**src/rtl/plaintext_validator_if.sv**
```systemverilog
// Byte stream from the keystream XOR stage plus the A-RAM write port that
// the plaintext validator drives.
interface plaintext_validator_if #(
  parameter int RAM_WIDTH          = 8,
  parameter int MESSAGE_LOG_LENGTH = 5
);
  logic                          in_valid;
  logic                          in_ready;
  logic [RAM_WIDTH-1:0]          in_data;
  logic [MESSAGE_LOG_LENGTH-1:0] aAddr;
  logic [RAM_WIDTH-1:0]          aIn;
  logic                          aWren;

  // Upstream producer / RAM observer side.
  modport master (
    output in_valid, in_data,
    input  in_ready, aAddr, aIn, aWren
  );

  // Validator side.
  modport slave (
    input  in_valid, in_data,
    output in_ready, aAddr, aIn, aWren
  );
endinterface

```
**src/rtl/plaintext_validator.sv**
```systemverilog
// Plaintext validator: stores each decrypted byte into the core's A-RAM and
// checks it against the allowed alphabet, reporting pass/fail per candidate key.
//
// state  | meaning
// IDLE   | waiting for start, nothing accepted
// ACCEPT | taking bytes, all accepted bytes legal so far
// PASS   | full message accepted and legal
// FAIL   | an illegal byte was seen; fail_index holds its position
module plaintext_validator #(
  parameter int                   MESSAGE_LENGTH     = 32,
  parameter int                   MESSAGE_LOG_LENGTH = 5,
  parameter int                   RAM_WIDTH          = 8,
  parameter logic [RAM_WIDTH-1:0] CHAR_LO            = 8'h61,
  parameter logic [RAM_WIDTH-1:0] CHAR_HI            = 8'h7a,
  parameter bit                   ALLOW_SPACE        = 1'b1
) (
  input  logic                          clk,
  input  logic                          reset,
  input  logic                          start,
  plaintext_validator_if.slave          bus,
  output logic                          done,
  output logic                          pass,
  output logic [MESSAGE_LOG_LENGTH-1:0] fail_index,
  output logic [MESSAGE_LOG_LENGTH:0]   byte_count
);

  typedef enum logic [1:0] {IDLE, ACCEPT, PASS, FAIL} state_t;

  localparam logic [RAM_WIDTH-1:0]        SPACE_CHAR = RAM_WIDTH'(8'h20);
  localparam logic [MESSAGE_LOG_LENGTH:0] LAST_IDX   = (MESSAGE_LOG_LENGTH+1)'(MESSAGE_LENGTH-1);
  localparam logic [MESSAGE_LOG_LENGTH:0] COUNT_ONE  = {{MESSAGE_LOG_LENGTH{1'b0}}, 1'b1};

  state_t state, state_nxt;
  logic   accept;
  logic   legal;
  logic   last_byte;

  // start blocks acceptance so a restart never swallows a byte of the old stream.
  assign bus.in_ready = (state == ACCEPT) && !start;
  assign accept       = bus.in_valid && bus.in_ready;
  assign legal        = ((bus.in_data >= CHAR_LO) && (bus.in_data <= CHAR_HI)) ||
                        (ALLOW_SPACE && (bus.in_data == SPACE_CHAR));
  assign last_byte    = (byte_count == LAST_IDX);

  // State register.
  always_ff @(posedge clk) begin
    if (reset) state <= IDLE;
    else       state <= state_nxt;
  end

  // Next-state and status outputs; start overrides every state.
  always_comb begin
    state_nxt = state;
    done      = 1'b0;
    pass      = 1'b0;
    case (state)
      ACCEPT: begin
        if (accept) begin
          if (!legal)         state_nxt = FAIL;
          else if (last_byte) state_nxt = PASS;
        end
      end
      PASS: begin
        done = 1'b1;
        pass = 1'b1;
      end
      FAIL: begin
        done = 1'b1;
      end
      default: ;
    endcase
    if (start) state_nxt = ACCEPT;
  end

  // A-RAM write port, byte counter and first-failure index.
  always_ff @(posedge clk) begin
    if (reset) begin
      bus.aAddr  <= '0;
      bus.aIn    <= '0;
      bus.aWren  <= 1'b0;
      byte_count <= '0;
      fail_index <= '0;
    end else begin
      bus.aWren <= accept;
      if (accept) begin
        bus.aAddr <= byte_count[MESSAGE_LOG_LENGTH-1:0];
        bus.aIn   <= bus.in_data;
      end
      if (start) begin
        byte_count <= '0;
        fail_index <= '0;
      end else if (accept) begin
        byte_count <= byte_count + COUNT_ONE;
        if (!legal) fail_index <= byte_count[MESSAGE_LOG_LENGTH-1:0];
      end
    end
  end

endmodule

```
**src/flat_wrapper.sv**
```systemverilog
// flat-port wrapper written by rule: the top's interface ports become plain ports
module plaintext_validator_flat 
#(
  parameter int                   MESSAGE_LENGTH     = 32,
  parameter int                   MESSAGE_LOG_LENGTH = 5,
  parameter int                   RAM_WIDTH          = 8,
  parameter logic [RAM_WIDTH-1:0] CHAR_LO            = 8'h61,
  parameter logic [RAM_WIDTH-1:0] CHAR_HI            = 8'h7a,
  parameter bit                   ALLOW_SPACE        = 1'b1
)
  (clk, reset, start, done, pass, fail_index, byte_count, bus_in_valid, bus_in_data, bus_in_ready, bus_aAddr, bus_aIn, bus_aWren);
  plaintext_validator_if #(.RAM_WIDTH(RAM_WIDTH), .MESSAGE_LOG_LENGTH(MESSAGE_LOG_LENGTH)) bus_i ();
  input  logic clk;
  input  logic reset;
  input  logic start;
  output logic done;
  output logic pass;
  output logic [MESSAGE_LOG_LENGTH-1:0] fail_index;
  output logic [MESSAGE_LOG_LENGTH:0] byte_count;
  input wire logic [$bits(bus_i.in_valid)-1:0] bus_in_valid;
  input wire logic [$bits(bus_i.in_data)-1:0] bus_in_data;
  output wire logic [$bits(bus_i.in_ready)-1:0] bus_in_ready;
  output wire logic [$bits(bus_i.aAddr)-1:0] bus_aAddr;
  output wire logic [$bits(bus_i.aIn)-1:0] bus_aIn;
  output wire logic [$bits(bus_i.aWren)-1:0] bus_aWren;
  assign bus_i.in_valid = bus_in_valid;
  assign bus_i.in_data = bus_in_data;
  assign bus_in_ready = bus_i.in_ready;
  assign bus_aAddr = bus_i.aAddr;
  assign bus_aIn = bus_i.aIn;
  assign bus_aWren = bus_i.aWren;
  plaintext_validator #(.MESSAGE_LENGTH(MESSAGE_LENGTH), .MESSAGE_LOG_LENGTH(MESSAGE_LOG_LENGTH), .RAM_WIDTH(RAM_WIDTH), .CHAR_LO(CHAR_LO), .CHAR_HI(CHAR_HI), .ALLOW_SPACE(ALLOW_SPACE)) u_core (.clk(clk), .reset(reset), .start(start), .bus(bus_i), .done(done), .pass(pass), .fail_index(fail_index), .byte_count(byte_count));
endmodule
```
**config.mk**
```make
export PLATFORM = sky130hd
export DESIGN_NAME = plaintext_validator_flat
export DESIGN_NICKNAME = d
export VERILOG_FILES = /design/src/rtl/plaintext_validator_if.sv /design/src/rtl/plaintext_validator.sv /design/src/flat_wrapper.sv
export SDC_FILE = /design/constraint.sdc
export NUM_CORES = 1
export LEC_CHECK = 0
export ABC_AREA = 1
export BUFFER_PORTS_ARGS = -buffer_cell sky130_fd_sc_hd__buf_2
export CAP_MARGIN = 20
export CORE_ASPECT_RATIO = 0.9
export CORE_MARGIN = 5
export CORE_UTILIZATION = 52
export CTS_CLUSTER_DIAMETER = 50
export CTS_CLUSTER_SIZE = 16
export DETAILED_ROUTE_END_ITERATION = 16
export HOLD_SLACK_MARGIN = 0.05
export PLACE_DENSITY_LB_ADDON = 0.2
export SETUP_SLACK_MARGIN = 0.1
export SKIP_CTS_REPAIR_TIMING = 1
export SYNTH_ARGS = -nofsm -noshare
export SYNTH_HDL_FRONTEND = slang
export SYNTH_SLANG_ARGS = --single-unit
```
**constraint.sdc**
```tcl
create_clock -name clk -period 2.7 [get_ports clk]
set_input_delay 0.27 -clock clk [delete_from_list [all_inputs] [get_ports clk]]
set_output_delay 0.27 -clock clk [all_outputs]
set_load 0.01 [all_outputs]
```
==> flow_summary.yaml, run 1 <==
clocking:
  clock_buffer_count_from_cts: 3
  tritoncts_num_sinks: 27
  cts.root.buffer_cell: "sky130_fd_sc_hd__clkbuf_4"
  htreeDepth: 1
  clk_transition_reported_paths_ns: 0.14
  clock_insertion_delay_worst_skew_ns: 0.33
  cts_buffer_depth: 2
  cts_tree: "done"
global_routing:
  met3_usage_pct: 4.717
  grt_most_used_layer: "met2"
  use_met2_pct: 29.68
  grt_max_degree: 38
  global_route.overflow_total: 0
  grt_pass1_vias: 1043
  grt_pass1_wl_mm: 4.257
  grt.total_usage_pct: 17.32
  antenna_found_initial: 0
  use_met1_pct: 20.37
drt:
  drt_first_pass_iters: 5
  via_per_inst: 5.009
  routed-via-count: 1067
  antenna_violating_nets_post_route: 0
  dr.first_iter.drc_count: 25
  route.detailed.wl_per_inst_um: 11.86
  routed_wirelength_mm: 2.526
  remaining_drc_errors: 0
sta:
  relSlewSlack_pct: 58.02
  timing_worst_slew_pin_value_ns: 0.6274
  timing.final.crit_share_pct: 53.97
  fin_ws_ns: 1.243
  finalSetupTns_ns: 0
  setup-violations-final: 0
  min_period_ns: 1.457
  max_freq_ghz: 0.6863
  fin_worst_skew_ns: 0.004011
  rsz0062_at_grt: "no"
  finalHoldViolations: 0
  slew_violations: 0
synth:
  yosysSeqAreaShare_pct: 46.50
  synthesis.area_um2: 1162
  yosysUniqueCellTypes: 25
  postSynthCellCount: 150
  synth.avg_cell_area_um2: 7.749
  ys.warnings.count: 0
  synthesized_net_count: 163
  synthesized_flop_and_latch_total: 27
critical_path:
  timing.critical_path.to_type: "flip-flop"
  reg2reg_setup_slack_ns: 1.24
  critical_path.reg2reg.startpoint: "u_core.byte_count[0]"
  worst-setup-path-type: "flip-flop to flip-flop"
  worstSetupEndpoint: "u_core.state[0]"
  startpoint_type: "flip-flop"
  path_max_fanout: 8
  worst_path_arrival_time_ns: 1.69
  crit-reg2reg-capture: "u_core.state[0]"
  crit_path_start: "u_core.byte_count[0]"
  rr_worst_depth: 6
  worstPathRequired_ns: 2.94
place:
  gp_congestion: 0.7568
  place.detailed.instances: 209
  port_buffers: 39
  preCtsSetupSlack_ns: 1.279
  dp_hpwl_mm: 1.889
cells_and_area:
  postLayoutCoreUtil_pct: 62.91
  area_delta_synth_final_pct: 17.01
  final_instance_count_without_filler_cells: 213
  final.fill_count: 212
  area_taken_by_multi_input_logic_gates_um2: 506.7
  drive_above_1_share_pct: 28.49
  area.sequential_um2: 540.5
  net_count_of_the_finished_layout: 200
  n_antenna_cell: 0
power_and_ir_drop:
  worst_ir_drop_vdd_mv: 0.3371
  cellLeakagePower_nw: 0.6263
  powerDensity_nw_per_um2: 495.8
  power_mw: 0.6743
die:
  design.die.area_um2: 3282
  initial_utilization_pct: 53.76
  die_height_um: 54.85
  design.portCount: 40
  placeableCoreArea_um2: 2162
  die_x_um: 59.84
  placementRows: 16
worst_hold_path:
  min_path_cells: 3
  timing.hold.worst.class: "input port to flip-flop"
flow_run:
  drv_cap: 0
status:
  status: "complete, no violations"
-- where the power goes --
group / internal (mW) / total [mW] / switching [mW]
registers: 0.411 / 0.417 / 0.00650
clock network: 0.0579 / 0.177 / 0.119
logic: 0.0308 / 0.0803 / 0.0495
-- cell families (layout without fill, tap and decap cells) --
family                     Yosys count  after routing  synth area share (%)
adders and majority gates            1              1                 1.076
xor gates and xnor gates             1              1                0.7536
DFF                                 27             27                 46.50
and+or+nand+nor                     64             64                 24.97
buffers and inverters               21             57                 9.902
AOI/OAI and AO/OA                   36             36                 16.79
-- critical path: stages (launching register included) --
cell,delay (ns)
sky130_fd_sc_hd__dfxtp_1,0.51
sky130_fd_sc_hd__ha_1,0.22
sky130_fd_sc_hd__nand3_1,0.09
sky130_fd_sc_hd__nor3_1,0.24
sky130_fd_sc_hd__nand2_1,0.09
sky130_fd_sc_hd__a21oi_1,0.14
sky130_fd_sc_hd__a21oi_1,0.08
-- flip-flops by register name (all words and copies together), names as in the netlist --
register / count
u_core.fail_index: 5
u_core.state: 2
u_core.bus.aWren: 1
u_core.bus.aIn: 8
u_core.bus.aAddr: 5
u_core.byte_count: 6
-- how the worst min path moves through the flow --
stage	from	endpoint	slack (ns)
6_report	bus_in_data[5]	u_core.bus.aIn[5]	0.18
5_1_grt	bus_in_data[5]	u_core.bus.aIn[5]	0.19
4_1_cts	bus_in_data[5]	u_core.bus.aIn[5]	0.18
3_5_place_dp	u_core.bus.aAddr[0]	u_core.bus.aAddr[0]	0.46
3_3_place_gp	u_core.bus.aAddr[0]	u_core.bus.aAddr[0]	0.46
2_1_floorplan	reset	u_core.bus.aAddr[0]	0.34
-- synth_stat cells --
library cell | n | area share (%)
sky130_fd_sc_hd__a211oi_2 | 2 | 2.2
sky130_fd_sc_hd__a21oi_1 | 20 | 8.6
sky130_fd_sc_hd__buf_2 | 1 | 0.43
sky130_fd_sc_hd__buf_4 | 1 | 0.65
sky130_fd_sc_hd__buf_6 | 3 | 2.9
sky130_fd_sc_hd__clkbuf_1 | 1 | 0.32
sky130_fd_sc_hd__clkbuf_4 | 1 | 0.65
sky130_fd_sc_hd__dfxtp_1 | 27 | 47
sky130_fd_sc_hd__ha_1 | 1 | 1.1
sky130_fd_sc_hd__inv_1 | 12 | 3.9
sky130_fd_sc_hd__inv_2 | 1 | 0.32
sky130_fd_sc_hd__inv_6 | 1 | 0.75
sky130_fd_sc_hd__nand2_1 | 19 | 6.1
sky130_fd_sc_hd__nand2_2 | 3 | 1.6
sky130_fd_sc_hd__nand2_4 | 1 | 0.97
sky130_fd_sc_hd__nand3_1 | 12 | 5.2
sky130_fd_sc_hd__nand4_1 | 1 | 0.54
sky130_fd_sc_hd__nor2_1 | 24 | 7.8
sky130_fd_sc_hd__nor2_2 | 1 | 0.54
sky130_fd_sc_hd__nor2_4 | 1 | 0.97
sky130_fd_sc_hd__nor3_1 | 1 | 0.43
sky130_fd_sc_hd__nor3_2 | 1 | 0.86
sky130_fd_sc_hd__o21ai_0 | 8 | 3.4
sky130_fd_sc_hd__o21ai_1 | 6 | 2.6
sky130_fd_sc_hd__xnor2_1 | 1 | 0.75
-- cells in the final DEF, fill, tap and decap left out, drive strengths merged --
master	instances
buf	39
dfxtp	27
nor2	26
nand2	23
a21oi	20
inv	14
o21ai	14
nand3	12
clkbuf	4
a211oi	2
nor3	2
nand4	1
xnor2	1
ha	1
-- per-stage QoR --
stage,cell area (µm²),hold slack (ns)
final,1360,0.1815
after detailed placement,1334,0.4575
after global routing,1360,0.1861
after global placement,1334,0.4572
after CTS,1360,0.1793
after floorplan,1162,0.3391
-- final cells by class --
| class | count | share of cell area, % |
|---|---|---|
| Timing Repair Buffer | 39 | 14.35 |
| Tap cell | 27 | 2.484 |
| Sequential cell | 27 | 39.74 |
| Clock buffer | 4 | 1.932 |
| Inverter | 14 | 4.232 |
| Multi-Input combinational cell | 102 | 37.26 |
-- per-layer routing --
layer / up-vias / routed length, µm
li1: 561 / -
met1: 478 / 1148
met2: 24 / 1203
met3: 4 / 137
met4: 0 / 36
met5: - / 0
Note: power is estimated with default switching activity, not from simulation.
==> run 2, diff against run 1 <==
- CORE_UTILIZATION: 52 -> 48
- clock period: 2.7 -> 1.35 ns (I/O delays scaled with it)
==> flow_summary.yaml, run 2 (same netlist as run 1, synthesis figures left out) <==
die:
  die_x_um: 61.87
  die_height_um: 56.69
  placementRows: 17
  initial_utilization_pct: 48.79
  placeableCoreArea_um2: 2382
  design.portCount: 40
  design.die.area_um2: 3507
sta:
  max_freq_ghz: 0.7915
  slew_violations: 0
  timing_worst_slew_pin_value_ns: 0.2383
  finalHoldViolations: 0
  rsz0062_at_grt: "yes"
  setup-violations-final: 0
  holdWs_ns: 0.04654
  fin_worst_skew_ns: 0.01042
  timing.final.crit_share_pct: 93.59
  min_period_ns: 1.263
  finalSetupTns_ns: 0
  relSlewSlack_pct: 84.09
power_and_ir_drop:
  cellLeakagePower_nw: 0.7088
  switching_share_pct: 26.12
  clkPwrFrac_pct: 25.5
  power_mw: 1.376
  worst_ir_drop_vdd_mv: 0.5343
  total_switching_power_mw: 0.3594
  power.sequential.fraction_pct: 60.6
  comb_power_share_pct: 13.8
  powerDensity_nw_per_um2: 910.3
  internal_power_mw: 1.017
global_routing:
  grt_max_degree: 23
  antenna_found_initial: 0
  grt.total_usage_pct: 16.78
  grt_pass1_wl_mm: 4.505
  grt_pass1_vias: 1060
  global_route.overflow_total: 0
place:
  place.detailed.instances: 215
  port_buffers: 39
  dp_hpwl_mm: 2.057
  gp_congestion: 0.8366
cells_and_area:
  area.sequential_um2: 548.0
  layout.cells.most_common_list: "sky130_fd_sc_hd__buf_2, sky130_fd_sc_hd__nor2_1, sky130_fd_sc_hd__dfxtp_1"
  final_instance_count_without_filler_cells: 226
  drive_above_1_share_pct: 36.36
  largest_register_ffs: 8
  net_count_of_the_finished_layout: 212
  area_delta_synth_final_pct: 30.03
  layout.cells.most_common: "sky130_fd_sc_hd__buf_2"
  register_with_the_highest_flop_count: "u_core.bus.aIn"
  n_antenna_cell: 0
  top_regs: "u_core.bus.aIn: 8 flops, u_core.byte_count: 6 flops"
  area_taken_by_multi_input_logic_gates_um2: 538.0
  final.fill_count: 234
  postLayoutCoreUtil_pct: 63.45
critical_path:
  reg2reg_setup_slack_ns: 0.09
  slowest_delay_ns: 0.40
  startpoint_type: "flip-flop"
  worstPathRequired_ns: 1.59
  timing.critical_path.to_type: "flip-flop"
  critical-path-top-delay-family: "simple AND/OR/NAND/NOR gates"
  worst_path_arrival_time_ns: 1.50
  worstPathBufferInverterCount: 0
  crit_slowest_cell: "sky130_fd_sc_hd__dfxtp_4"
  path_max_fanout: 4
  timing.critical_path.cells: "ha_4 -> nand3_1 -> nor3_2 -> nand2_1 -> a21oi_2 -> a21oi_1"
  worst-setup-path-type: "flip-flop to flip-flop"
status:
  status: "complete, no violations"
worst_hold_path:
  timing.hold.worst.class: "input port to flip-flop"
clocking:
  cts_buffer_depth: 2
  htreeDepth: 1
  tritoncts_num_sinks: 27
  cts_tree: "done"
  clock_insertion_delay_worst_skew_ns: 0.33
  clock_buffer_count_from_cts: 3
  clk_transition_reported_paths_ns: 0.15
  cts.root.buffer_cell: "sky130_fd_sc_hd__clkbuf_4"
drt:
  drt_first_pass_iters: 4
  antenna_violating_nets_post_route: 0
  remaining_drc_errors: 0
  route.detailed.wl_per_inst_um: 12.81
  via_per_inst: 5.181
  dr.first_iter.drc_count: 25
  routed-via-count: 1171
  routed_wirelength_mm: 2.896
flow_run:
  drv_cap: 0
-- run 2: stage by stage --
stage / cell area [µm²] / setup WS [ns]
2_1_floorplan: 1164 / 0.1657
3_3_place_gp: 1374 / 0.04286
3_5_place_dp: 1374 / 0.03748
4_1_cts: 1400 / 0.01579
5_1_grt: 1511 / -0.01006
6_report: 1511 / 0.08656
-- run 2: worst register-to-register path, cell delays in order, from the launching register on --
cell,delay (ns)
sky130_fd_sc_hd__dfxtp_4,0.40
sky130_fd_sc_hd__ha_4,0.13
sky130_fd_sc_hd__nand3_1,0.09
sky130_fd_sc_hd__nor3_2,0.24
sky130_fd_sc_hd__nand2_1,0.11
sky130_fd_sc_hd__a21oi_2,0.13
sky130_fd_sc_hd__a21oi_1,0.07
-- run 2: path summary, 6_finish.rpt --
check | startpoint | end | cells after the start
hold reg to reg | u_core.fail_index[0] | u_core.fail_index[0] | 2
setup / recovery | u_core.byte_count[1] | u_core.state[0] | 6
hold / removal | reset | u_core.state[0] | 2
setup reg to reg | u_core.byte_count[1] | u_core.state[0] | 6
-- run 2: routing by layer --
| layer | vias up | routed length (µm) | GRT usage [%] | share of wire, % |
|---|---|---|---|---|
| li1 | 589 | - | - | - |
| met1 | 542 | 1245 | 20.56 | 43 |
| met2 | 35 | 1431 | 27.80 | 49 |
| met3 | 5 | 177 | 3.908 | 6.1 |
| met4 | 0 | 42 | 6.061 | 1.5 |
| met5 | - | 0 | 0 | 0 |
-- run 2: area by class of cell --
| cell class | count | share of cell area (%) |
|---|---|---|
| inverter | 14 | 4.305 |
| clock buffer | 4 | 1.738 |
| tap | 28 | 2.318 |
| timing repair buffer | 50 | 19.04 |
| multi-input combinational | 102 | 35.60 |
| sequential | 27 | 36.26 |
| timing repair inverter | 1 | 0.7450 |
-- run 2: power by group through the flow --
| stage | Sequential [mW] | Combinational [mW] | Clock (mW) |
|---|---|---|---|
| floorplan | 0.862 | 0.0977 | 0 |
| global placement | 0.851 | 0.168 | 0 |
| detailed placement | 0.853 | 0.172 | 0 |
| CTS | 0.835 | 0.173 | 0.360 |
| global route | 0.839 | 0.211 | 0.403 |
| finish | 0.834 | 0.190 | 0.351 |
